[src/rtl/store_merge.sv]
// Single-request store engine: word stores write directly, byte/half stores
// do a read-modify-write of the containing word; misaligned requests are rejected.
module store_merge #(
  parameter bit BIG_ENDIAN = 1'b0
) (
  input  logic        clk,
  input  logic        reset,
  input  logic        req_valid,
  output logic        req_ready,
  input  logic [31:0] req_addr,
  input  logic [31:0] req_data,
  input  logic [1:0]  req_size,
  output logic [29:0] mem_addr,
  output logic        mem_rd_en,
  input  logic [31:0] mem_rdata,
  output logic        mem_wr_en,
  output logic [31:0] mem_wdata,
  output logic        done,
  output logic        err
);

  localparam int unsigned DATA_W  = 32;
  localparam int unsigned WADDR_W = 30;
  localparam int unsigned SIZE_W  = 2;
  localparam int unsigned HALF_W  = 16;

  localparam logic [SIZE_W-1:0] SZ_BYTE = 2'b00;
  localparam logic [SIZE_W-1:0] SZ_HALF = 2'b01;
  localparam logic [SIZE_W-1:0] SZ_WORD = 2'b10;

  typedef enum logic [2:0] {
    S_IDLE  = 3'd0,
    S_WR    = 3'd1,
    S_RD    = 3'd2,
    S_MERGE = 3'd3,
    S_ERR   = 3'd4
  } state_t;

  // Captured narrow-store context; only the low half of data can ever be merged.
  typedef struct packed {
    logic [1:0]        lo;
    logic [SIZE_W-1:0] size;
    logic [HALF_W-1:0] data;
  } req_t;

  state_t             state_q, state_d;
  req_t               req_q, req_d;
  logic [WADDR_W-1:0] addr_d;
  logic [DATA_W-1:0]  wdata_d;
  logic [DATA_W-1:0]  merged;
  logic [1:0]         lane;
  logic               half_hi;
  logic               misaligned;
  logic               ready_d, rd_d, wr_d, done_d, err_d;

  // Alignment check on the incoming request.
  always_comb begin
    misaligned = 1'b0;
    case (req_size)
      SZ_BYTE: misaligned = 1'b0;
      SZ_HALF: misaligned = req_addr[0];
      SZ_WORD: misaligned = (req_addr[1:0] != 2'b00);
      default: misaligned = 1'b1;
    endcase
  end

  // Lane replacement of the word returned by memory.
  always_comb begin
    merged  = mem_rdata;
    lane    = req_q.lo ^ {2{BIG_ENDIAN}};
    half_hi = req_q.lo[1] ^ BIG_ENDIAN;
    if (req_q.size == SZ_BYTE) begin
      case (lane)
        2'd0:    merged[7:0]   = req_q.data[7:0];
        2'd1:    merged[15:8]  = req_q.data[7:0];
        2'd2:    merged[23:16] = req_q.data[7:0];
        default: merged[31:24] = req_q.data[7:0];
      endcase
    end else if (half_hi) begin
      merged[31:16] = req_q.data;
    end else begin
      merged[15:0] = req_q.data;
    end
  end

  // Next state, next datapath values, and next outputs decoded from the next state.
  always_comb begin
    state_d = state_q;
    req_d   = req_q;
    addr_d  = mem_addr;
    wdata_d = mem_wdata;
    case (state_q)
      S_IDLE: begin
        if (req_valid) begin
          req_d.lo   = req_addr[1:0];
          req_d.size = req_size;
          req_d.data = req_data[HALF_W-1:0];
          addr_d     = req_addr[31:2];
          if (misaligned) begin
            state_d = S_ERR;
          end else if (req_size == SZ_WORD) begin
            state_d = S_WR;
            wdata_d = req_data;
          end else begin
            state_d = S_RD;
          end
        end
      end
      S_RD:    state_d = S_MERGE;
      S_MERGE: begin
        state_d = S_WR;
        wdata_d = merged;
      end
      S_WR, S_ERR: begin
        state_d = S_IDLE;
        addr_d  = '0;
      end
      default: begin
        state_d = S_IDLE;
        addr_d  = '0;
      end
    endcase
    ready_d = (state_d == S_IDLE);
    rd_d    = (state_d == S_RD);
    wr_d    = (state_d == S_WR);
    done_d  = (state_d == S_WR);
    err_d   = (state_d == S_ERR);
  end

  always_ff @(posedge clk) begin
    if (reset) begin
      state_q   <= S_IDLE;
      req_q     <= '0;
      mem_addr  <= '0;
      mem_wdata <= '0;
      req_ready <= 1'b1;
      mem_rd_en <= 1'b0;
      mem_wr_en <= 1'b0;
      done      <= 1'b0;
      err       <= 1'b0;
    end else begin
      state_q   <= state_d;
      req_q     <= req_d;
      mem_addr  <= addr_d;
      mem_wdata <= wdata_d;
      req_ready <= ready_d;
      mem_rd_en <= rd_d;
      mem_wr_en <= wr_d;
      done      <= done_d;
      err       <= err_d;
    end
  end

endmodule

[config.mk]
export PLATFORM = sky130hd
export DESIGN_NAME = store_merge
export DESIGN_NICKNAME = d
export VERILOG_FILES = /design/src/rtl/store_merge.sv
export SDC_FILE = /design/constraint.sdc
export NUM_CORES = 1
export LEC_CHECK = 0
export CORE_UTILIZATION = 35
export DETAILED_ROUTE_END_ITERATION = 8
export PLACE_DENSITY_LB_ADDON = 0.08
export SYNTH_ARGS = -nofsm -noshare
export SYNTH_HDL_FRONTEND = slang
export SYNTH_SLANG_ARGS = --single-unit
export TNS_END_PERCENT = 50
[constraint.sdc]
create_clock -name clk -period 2.21 [get_ports clk]
set_input_delay 0.5525 -clock clk [delete_from_list [all_inputs] [get_ports clk]]
set_output_delay 0.5525 -clock clk [all_outputs]
set_load 0.1 [all_outputs]
* After elaboration in Yosys (flattened, before gate mapping)
Index checks and enable logic that the tools add are counted.
Word-level totals: register bits after elaboration 89, input bits 101
Cells by class: equal/unequal tests 12, mux-type cells 18, bitwise logic cells 1, reductions and logical operators 12
Operator list (number):
- $mux W32 | 4
- $pmux W32 S2 | 1
- $pmux W30 S2 | 1
- $mux W16 | 2
- $mux W8 | 4
- $mux W30 | 1
- $eq A3 B2 Y1 const B | 3
- $pmux W3 S3 | 1
- $logic_not A2 Y1 | 3
- $logic_not A3 Y1 | 2
- $mux W3 | 2
- $ne A2 B2 Y1 const B | 3
- $eq A2 B1 Y1 const B | 2
- $eq A2 B2 Y1 const B | 2
- $reduce_and A2 Y1 | 2
- $reduce_and A4 Y1 | 1
- $reduce_bool A2 Y1 | 2
- $eq A3 B1 Y1 const B | 1
- $eq A3 B3 Y1 const B | 1
- $pmux W1 S3 | 1
- $reduce_or A3 Y1 | 1
- $mux W2 | 1
- $reduce_or A2 Y1 | 1
- $not A1 Y1 | 1

* Depth between registers and ports, before layout
word-level depth 6, depth in mapped cells 5, gate-level depth less buffers 4

* Least setup slack after synthesis
Ideal clock, no wire load.
path kind flip-flop to output port, from reg done (netlist name), to out mem_wr_en, arrival time 1.356 ns, data required time 1.657 ns, setup slack 0.301 ns, stages on the path, launching flop included 2, path buffers 1, path through dfxtp_1 > buf_4
RTL lines:
- end, declared | line 16 | output logic mem_wr_en,

* Final worst setup path
from reg state_q[1], to reg mem_wdata[14]
On the way: cells in the longest elaborated chain, start to end 3, elaborated cells on any way between the ends 8
Ends and longest elaborated chain:
- start, declared | line 46 | state_t state_q, state_d;
- start signal, assigned | line 142 | state_q <= state_d;
- $eq A3 B2 Y1 or $logic_not A3 Y1 (tied branches) | line 92 | case (state_q)
- $reduce_bool A2 Y1 (no line) or $ne A2 B2 Y1 (tied branches)
- $reduce_and A4 Y1 (no line)
- end signal, assigned | line 145 | mem_wdata <= wdata_d;
- end, declared | line 17 | output logic [31:0] mem_wdata,
Parallel ways exist; a longest one is shown, timed or not. A chain may end at the register's enable or synchronous reset.

==> flow_summary.json <==
{
  "ys_seq_area_share_pct": 49.0,
  "multi_input_area_um2": 1730,
  "clk_path_buf_depth": 2,
  "port_buffers": 167,
  "die_h_um": 104,
  "relSlewSlack_pct": 24.6,
  "final_common_cell": "clkdlybuf4s50_1",
  "finalSetupViolCount": 0,
  "cp.required_ns": 2.39,
  "finalNonFillerCells": 686,
  "dieArea_um2": 10800,
  "critPathKind": "register to register",
  "arrival_ns": 2.13,
  "clock_sinks": 89,
  "pin_count": 168,
  "ctsResizeCount": 0,
  "end_kind": "register",
  "hold_viol": 0,
  "cts_tree": "built",
  "ir_drop_mv": 0.348,
  "fin_skew_ns": 0.00903,
  "drc": 0,
  "yosys_warnings": 0,
  "grt_pass1_vias": 3508,
  "dp_cells": 670,
  "drtIter0Drc": 122,
  "power.total_mw": 3.95,
  "rsz0062_at_grt": "false",
  "initial_core_util_pct": 36.7,
  "fin_crit_ns": 1.95,
  "gr-total-overflow": 0,
  "post_cts_buffers": 0,
  "place_congestion": 0.805,
  "hp-class": "register to register",
  "syn-num-nets": 491,
  "critPathMaxFanout": 32,
  "ys_types": 30,
  "power_density_nw_per_um2": 721,
  "cp-start-kind": "register",
  "p_leak_nw": 2.45,
  "max_clock_freq_mhz": 513,
  "dpl_cell_area_um2": 5280,
  "avgSynthCellArea_um2": 9.33,
  "grt_max_degree": 49,
  "ctsRootBufferMaster": "clkbuf_8",
  "post-route-period-util_pct": 88.1,
  "hpwl_um": 7330,
  "core.rowCount": 36,
  "cts_buffers": 9,
  "grt_pass1_wl_um": 17400,
  "drive_gt1_share_pct": 18.4,
  "syn_area_um2": 3640,
  "timing.setup.tns_ns": 0,
  "regArea_um2": 1780,
  "drtAntennaViolNets": 0,
  "via_count": 3464,
  "ctsHtreeMaxLevel": 3,
  "ctsHoldBuffers": 0,
  "mostFrequentLayoutCells": "clkdlybuf4s50_1 (99), dfxtp_1 (89), buf_4 (74)",
  "via_per_inst": 5.05,
  "syn_to_final_growth_pct": 50.7,
  "die_w_um": 104,
  "core_area_um2": 9910,
  "antenna_cells": 0,
  "grtUsageTotal_pct": 19.9,
  "outcome": "completed",
  "slowest_delay_ns": 0.89,
  "drt-total-wl_um": 10500,
  "firstDrtPassIters": 4,
  "clk_pin_slew_worst_paths_ns": 0.09,
  "grt_antenna_before_repair": 0,
  "wl_per_cell_um": 15.3,
  "r2r_slack_ns": 0.26,
  "cp_slowest_cell": "a21o_1",
  "fin_area_um2": 5480,
  "fillers": 938,
  "clk_latency_ns": 0.35,
  "synth_cells": 390,
  "fin_hold_ws_ns": 0.455,
  "worstMarginPinSlew_ns": 1.13,
  "slew_viol_final": 0,
  "ys_ff_latch": 89,
  "nets": 649,
  "cap_violations": 0,
  "crit_chain": "nor2b_1 > a21o_1 > o32ai_1"
}
[cells in the mapped netlist, drive strengths merged]
cell type | instances | area [um^2]
nor4 | 2 | 12.5
o32ai | 14 | 123
nand2 | 42 | 158
a31o | 2 | 17.5
nor2 | 45 | 169
mux2i | 48 | 480
a22oi | 30 | 225
nand3 | 1 | 10.0
o21ba | 1 | 10.0
nor2b | 1 | 6.26
a21oi | 25 | 129
nand3b | 1 | 7.51
nand2b | 1 | 6.26
or4b | 1 | 10.0
a21o | 2 | 15.0
or2 | 1 | 6.26
clkbuf | 23 | 86.3
nor3 | 11 | 55.1
buf | 6 | 31.3
and2 | 7 | 43.8
o21a | 7 | 52.6
nor4b | 1 | 23.8
o22ai | 25 | 156
dfxtp | 89 | 1780
clkinv | 2 | 7.51
o21ai | 2 | 13.8
[flip-flops by register name (all words and copies together) (netlist names)]
register,cells
req_ready,1
mem_rd_en,1
req_q,18
lane,2
err,1
state_q,3
mem_addr,30
mem_wdata,32
done,1
[area by class of cell]
cell class | count | area share [%]
Clock buffer | 10 | 2.51
Clock inverter | 6 | 1.19
Inverter | 2 | 0.137
Multi-Input combinational cell | 270 | 31.6
Sequential cell | 89 | 32.5
Tap cell | 133 | 3.04
Timing Repair Buffer | 176 | 29.0
[critical path: cells and delay by family, from the launching register on]
kind,cells,cell delay (ns)
compound gates,2,1.12
simple gates,1,0.21
flops,1,0.44
[kinds of logic after synthesis]
family	after synthesis	synth area share, %
AO/OA/AOI/OAI	108	20.4
buffers and inverters	31	3.44
flip-flops	89	49.0
multiplexers	48	13.2
AND/OR/NAND/NOR	114	14.0
[final timing paths]
path	from	to	cells past startpoint
min	req_q[13]	req_q[13]	2
max	state_q[1]	mem_wdata[14]	3
max reg2reg	state_q[1]	mem_wdata[14]	3
min reg2reg	req_q[13]	req_q[13]	2
[report_power, final]
| part | internal, mW | switching, mW |
|---|---|---|
| clock | 0.558 | 0.579 |
| sequential | 1.68 | 0.0580 |
| combinational | 0.381 | 0.690 |
| total | 2.62 | 1.33 |
[stage by stage]
stage	setup slack, ns	utilization, %
after floorplan	0.301	-
after global placement	0.0878	53.3
after detailed placement	0.0329	53.3
after CTS	0.211	55.3
after global routing	0.0791	55.3
final	0.262	55.3
[per-layer routing]
layer	track usage (%)	vias up	share of wire [%]	wire, um
li1	-	1730	-	-
met1	25.9	1607	46	4890
met2	33.2	116	46	4890
met3	3.63	11	5.7	605
met4	6.33	0	1.4	147
met5	0	-	0	0
Note: power is estimated with default switching activity, not from simulation.
